**src/rtl/ram_dump_arbiter.sv**
```systemverilog
// Shares the single-port data RAM between the CPU and an end-of-run dump
// sequencer that streams words 0..DUMP_WORDS-1 to the UART, high byte first.
module ram_dump_arbiter #(
  parameter int ADDR_WIDTH  = 6,
  parameter int DATA_WIDTH  = 16,
  parameter int DUMP_WORDS  = 64,
  parameter int RAM_LATENCY = 1
) (
  input  logic                  clk,
  input  logic                  reset,
  input  logic                  cpu_done,
  input  logic                  cpu_we,
  input  logic                  cpu_re,
  input  logic [ADDR_WIDTH-1:0] cpu_addr,
  input  logic [DATA_WIDTH-1:0] cpu_wdata,
  output logic [DATA_WIDTH-1:0] cpu_rdata,
  output logic                  ram_we,
  output logic                  ram_re,
  output logic [ADDR_WIDTH-1:0] ram_addr,
  output logic [DATA_WIDTH-1:0] ram_wdata,
  input  logic [DATA_WIDTH-1:0] ram_rdata,
  output logic [7:0]            tx_data,
  output logic                  tx_valid,
  input  logic                  tx_ready,
  output logic                  dump_busy,
  output logic                  dump_done,
  output logic                  cpu_conflict
);
  // One extra counter bit so a full-RAM dump never wraps before the compare.
  localparam int              CW        = ADDR_WIDTH + 1;
  localparam logic [CW-1:0]   LAST_IDX  = CW'(DUMP_WORDS - 1);
  localparam logic [1:0]      WAIT_INIT = 2'(RAM_LATENCY - 1);

  typedef enum logic [2:0] {IDLE, READ, WAIT, SEND_HI, SEND_LO, DONE} state_t;

  state_t                 state_q;
  logic [CW-1:0]          cnt_q;
  logic [1:0]             wait_q;
  logic [DATA_WIDTH-1:0]  word_q;
  logic [7:0]             tx_data_q;
  logic                   done_q, tx_valid_q, busy_q, dump_done_q, conflict_q;
  logic                   trigger, xfer;

  assign trigger      = cpu_done & ~done_q;
  assign xfer         = tx_valid_q & tx_ready;
  assign cpu_rdata    = ram_rdata;
  assign tx_data      = tx_data_q;
  assign tx_valid     = tx_valid_q;
  assign dump_busy    = busy_q;
  assign dump_done    = dump_done_q;
  assign cpu_conflict = conflict_q;

  // CPU owns the RAM only outside the dump; its accesses are dropped otherwise.
  always_comb begin
    if (state_q == IDLE || state_q == DONE) begin
      ram_we    = cpu_we;
      ram_re    = cpu_re;
      ram_addr  = cpu_addr;
      ram_wdata = cpu_wdata;
    end else begin
      ram_we    = 1'b0;
      ram_re    = (state_q == READ);
      ram_addr  = cnt_q[ADDR_WIDTH-1:0];
      ram_wdata = '0;
    end
  end

  always_ff @(posedge clk or negedge reset) begin
    if (!reset) begin
      state_q     <= IDLE;
      cnt_q       <= '0;
      wait_q      <= '0;
      word_q      <= '0;
      tx_data_q   <= '0;
      done_q      <= 1'b0;
      tx_valid_q  <= 1'b0;
      busy_q      <= 1'b0;
      dump_done_q <= 1'b0;
      conflict_q  <= 1'b0;
    end else begin
      done_q <= cpu_done;
      if (busy_q && (cpu_we || cpu_re)) conflict_q <= 1'b1;
      case (state_q)
        IDLE: if (trigger) begin
          state_q <= READ;
          cnt_q   <= '0;
          busy_q  <= 1'b1;
        end
        READ: begin
          state_q <= WAIT;
          wait_q  <= WAIT_INIT;
        end
        WAIT: begin
          if (wait_q == 2'd0) begin
            word_q     <= ram_rdata;
            tx_data_q  <= ram_rdata[15:8];
            tx_valid_q <= 1'b1;
            state_q    <= SEND_HI;
          end else begin
            wait_q <= wait_q - 2'd1;
          end
        end
        SEND_HI: if (xfer) begin
          tx_data_q <= word_q[7:0];
          state_q   <= SEND_LO;
        end
        SEND_LO: if (xfer) begin
          tx_valid_q <= 1'b0;
          if (cnt_q == LAST_IDX) begin
            busy_q      <= 1'b0;
            dump_done_q <= 1'b1;
            state_q     <= DONE;
          end else begin
            cnt_q   <= cnt_q + 1'b1;
            state_q <= READ;
          end
        end
        DONE: if (!cpu_done) begin
          dump_done_q <= 1'b0;
          state_q     <= IDLE;
        end
        default: state_q <= IDLE;
      endcase
    end
  end
endmodule

```
**config.mk**
```make
export PLATFORM = sky130hd
export DESIGN_NAME = ram_dump_arbiter
export DESIGN_NICKNAME = d
export VERILOG_FILES = /design/src/rtl/ram_dump_arbiter.sv
export SDC_FILE = /design/constraint.sdc
export NUM_CORES = 1
export LEC_CHECK = 0
export CAP_MARGIN = 20
export CORE_ASPECT_RATIO = 1.25
export CORE_MARGIN = 2
export CORE_UTILIZATION = 35
export CTS_CLUSTER_SIZE = 12
export DETAILED_ROUTE_END_ITERATION = 8
export DONT_BUFFER_PORTS = 1
export GPL_TIMING_DRIVEN = 0
export PLACE_DENSITY = 0.56
export RECOVER_POWER = 50
export SLEW_MARGIN = 20
export SYNTH_ARGS = -nofsm -noshare
export SYNTH_HDL_FRONTEND = slang
export SYNTH_SLANG_ARGS = --single-unit
```
**constraint.sdc**
```tcl
create_clock -name clk -period 2.49 [get_ports clk]
set_input_delay 0.249 -clock clk [delete_from_list [all_inputs] [get_ports clk]]
set_output_delay 0.249 -clock clk [all_outputs]
set_load 0.05 [all_outputs]
```
# Word-level counts from Yosys, hierarchy flattened
# Index checks and enable logic that the tools add are counted.
# word_totals
word_cells,78
in_bits,44
output_inout_bits,52
ff_bits,33
# op_classes
addsub,2
mux,31
reduce_logical,18
n_eq_ne,14
bitwise,3
# op_table
operator,n
$mux W7,3
$mux W3,6
$pmux W3 S6,1
$mux W16,1
$mux W8,2
$ne A2 B2 Y1 const B,8
$pmux W8 S2,1
$pmux W7 S2,1
$reduce_and A4 Y1,3
$mux W1,10
$reduce_bool A2 Y1,5
$add A7 B1 Y7 const B,1
$eq A7 B6 Y1 const B,1
$eq A3 B2 Y1 const B,2
$eq A3 B3 Y1 const B,2
$mux W6,1
$pmux W1 S2,3
$reduce_and A3 Y1,2
$reduce_and A5 Y1,1
$pmux W2 S2,1
$reduce_and A2 Y1,2
$eq A3 B1 Y1 const B,1
$logic_not A3 Y1,1
$and A1 B1 Y1,2
other kinds (6),7

# Logic depth before layout (Yosys ltp)
# logic_depth
word_depth,4
mapped_depth,7
mapped_depth_nobuf,6

# Least setup slack after synthesis
# Ideal clock, no wire load.
# synth_timing
path_type,register -> output
from,reg state_q[0]
to,out ram_addr[0]
required_time_ns,2.241
path_slack_ns,0.231
stages_incl_launch_ff,6
t_arrival_ns,2.010
cell_sequence,dfrtp_1 > buf_2 > xor2_1 > nor2_1 > buf_2 > o21ai_0
# synth_via
elab_chain_cells,3
word_cells_on_any_way,4
cone_classes,1 x eq/ne; 1 x mux; 2 x reduce/logical
# synth_lines
item,line_no,text
from (decl),36,state_t state_q;
from (signal assigned),70,state_q <= IDLE;
from (signal assigned),85,state_q <= READ;
from (signal assigned),90,state_q <= WAIT;
$eq A3 B3 Y1 / $logic_not A3 Y1 (equally long branches),55,if (state_q == IDLE || state_q == DONE) begin
$logic_or A1 B1 Y1 (*),55,
$mux W6 (*),55,
to (decl),19,"output logic [ADDR_WIDTH-1:0] ram_addr,"
# Mark *: on every way between the ends. The rest lies on a longest branch, timed or not.

# Final worst setup path
# layout_timing
from,reg state_q[0]
to,out ram_addr[1]
# The elaborated chain is that of the path after synthesis.

==> metrics.txt <==
Reg2Reg Setup Slack roughly 350 ps; num ports 96; DR vias 1,467; initial core utilization 35.8%; unrepaired setup endpoints after global routing true; Worst Path Arrival 2220 ps; synthesized net count 252; ys async rst share between 90% and 100%; adder-cell area share of the yosys netlist 1.30%; Compound-Gate Fraction of Synth Area between 15 and 20%; synth unique cells 39; # diodes 0; Clock Path Buffers 2; crit path max fanout 10; hold path cells 1; hold_sp ram_rdata[0]; Rows 30; Max VDD drop 1.24 mV; Crit. Startpoint state_q[0]; DRT antenna net count 0; Slew @ Worst Pin about 1800 ps; worst reg2reg path endpoint tx_data[6]; minimum clock period roughly 2500 ps; DR pass1 iterations 4; main combinational cell family by area after synthesis simple AND/OR/NAND/NOR gates; register area share after synthesis 43.0%; Avg WL per Cell 14.6 um; clock sinks 33; mean post-synth cell area 9.32 sq um; Worst R2R Path Depth 5; H-tree lvl count 2; CP required between 2000 and 2500 ps; CTS tree yes; Post-Route WL 4.11 mm; input/output buffers 0; Clk pin slew, worst setup/hold paths 70 ps; Most used DFF post-synth dfrtp_1; clock tree root driver cell clkbuf_8; startpoint class of the critical path flop; Slew Viols, Final 34; Core Region 0.00537 sq mm; total CTS buffers 5; FMAX 405 MHz; Layout area overhead 7.56%; final hold slack about 110 ps; gr usage total 13.5%; Max Cap Viol 1; vias in the first global route about 1,400; Hold Crit Endpoint word_q[0]; worst reg2reg path startpoint tx_valid; clock latency at the later pin of the worst-skew pair approximately 280 ps; Initial DRC Count 60; Post-synth EDFFs 0; initial antenna violation count 0; final hold violations 0; final net count 262; final instance area 0.00207 sq mm; Pleak 0.860 nW; fraction of synthesized area in multiplexers 9.97%; Crit Path Class flop to primary output; YS warnings 0; path category of the worst min-delay check input pin to flop; Max-slew headroom -20.6%; gpl congestion 0.764; Critical Path End Type primary output; Simple-Gate Fraction of Synth Area 19.0%; die height about 87 um; detailed placement HPWL 2.99 mm; clk_skew between 8 and 9 ps; placed cell area around 0.0020 sq mm; Power Dens Cells between 1500 and 2000 mW/mm^2; final setup vio count 0; DRC violations left 0; DIE AREA between 0.006 and 0.007 sq mm; Synth Register Bits 33; synthesized cell area 0.00192 sq mm; XOR/XNOR share of the synthesized area less than 1%; first-pass GRT wire length 6.47 mm; vias per cell 5.22; grt ovf 0; largest net degree at the start of global routing 34; violated checks capacitance limit, slew limit; Die Width 70.3 um; share of layout cells above drive strength 1 between 10% and 20%; status complete, but fails checks; Tcrit/Tclk final between 90 and 100%; Syn Inst Count 206
## cell families after synthesis
group,count (synthesis)
adders and majority gates,2
DFF,33
and+or+nand+nor,69
buffers and inverters,36
muxes,18
AOI/OAI and AO/OA,47
xor gates and xnor gates,1
## how the worst max path moves through the flow
stage,to,cells past startpoint
2_1_floorplan,ram_addr[0],5
3_3_place_gp,ram_addr[1],5
3_5_place_dp,ram_addr[2],6
4_1_cts,ram_addr[3],6
5_1_grt,ram_addr[2],6
6_report,ram_addr[1],6
## synth_stat cells, types with 3 or more instances
| library cell | instances | area share [%] |
|---|---|---|
| a21oi_1 | 13 | 3.4 |
| nor2_1 | 16 | 3.1 |
| dfrtp_1 | 33 | 43 |
| a31oi_1 | 6 | 2.0 |
| nor4_1 | 4 | 1.3 |
| inv_1 | 12 | 2.3 |
| o21ai_0 | 16 | 4.2 |
| nand2_1 | 13 | 2.5 |
| mux2i_1 | 9 | 4.7 |
| nand2b_1 | 3 | 0.98 |
| buf_4 | 18 | 7.0 |
| nor3_1 | 5 | 1.3 |
| and2_1 | 17 | 5.5 |
| mux2_2 | 9 | 5.3 |
| buf_2 | 3 | 0.78 |
## timing repair
item,in CTS,in global routing
gates resized for setup,0,11
setup buffers,0,0
hold buffers,3,0
setup endpoints to repair,5,16
endpoints found under the hold margin,34,0
## flip-flops by register name (all words and copies together) (netlist names)
signal        cells
cnt_q             7
cpu_conflict      1
done_q            1
dump_busy         1
dump_done         1
state_q           3
tx_data           8
tx_valid          1
wait_q            2
word_q            8
## power breakdown
group	total, mW	switching [mW]	internal, mW	leakage (nW)
sequential	1.20	0.454	0.746	0.391
combinational	1.72	1.25	0.471	0.425
clock	0.397	0.204	0.193	0.0439
## stage by stage
stage	util (%)	worst slack, ps	setup TNS (ps)	power (mW)	instances
global placement	37.3	93.9	0	2.90	270
floorplan	-	231	0	2.69	206
CTS	39.6	-30.9	-147	3.36	281
finish	38.5	20.3	0	3.32	281
global route	38.5	-154	-719	3.52	281
detailed placement	37.3	298	0	2.93	270
## placed cells by master (no fill, tap or decap), types with 2 or more instances in the layout
cell type / n
dfrtp_1: 33
clkbuf_1: 19
nor2_1: 15
nand2_1: 13
a21oi_1: 13
inv_1: 12
o21ai_0: 11
and2_2: 10
mux2_2: 9
mux2i_1: 9
and2_1: 7
o21ai_1: 6
a31oi_1: 6
nor3_1: 5
clkbuf_8: 5
nor4_1: 4
buf_2: 3
nand2b_1: 3
buf_4: 2
nor2_2: 2
nand3_1: 2
or3_1: 2
o32ai_1: 2
ha_1: 2
clkinv_2: 2
dlygate4sd3_1: 2
## final cells by class
type	count	area, sq um
fill	580	3300
multi-input combinational	137	896
sequential	33	826
buffer	24	109
tap	64	80.1
clock buffer	5	68.8
inverter	12	45.0
timing repair buffer	3	23.8
clock inverter	3	17.5
## metal layers
metal	part of all wire (%)	GRT usage (%)	wire length [um]	vias to the layer above
met3	7.7	4.19	317	2
met4	0.61	5.24	25	0
met2	49	22.5	1990	56
li1	-	-	-	717
met5	0	0	0	-
met1	43	16.2	1770	692
## critical path: stages (launching register included)
cell	delay (ps)
dfrtp_1	360
buf_2	180
xor2_1	150
nor2_1	380
buf_2	290
nand2_1	70
o21ai_1	500
Power figures use the tool's default switching activity.
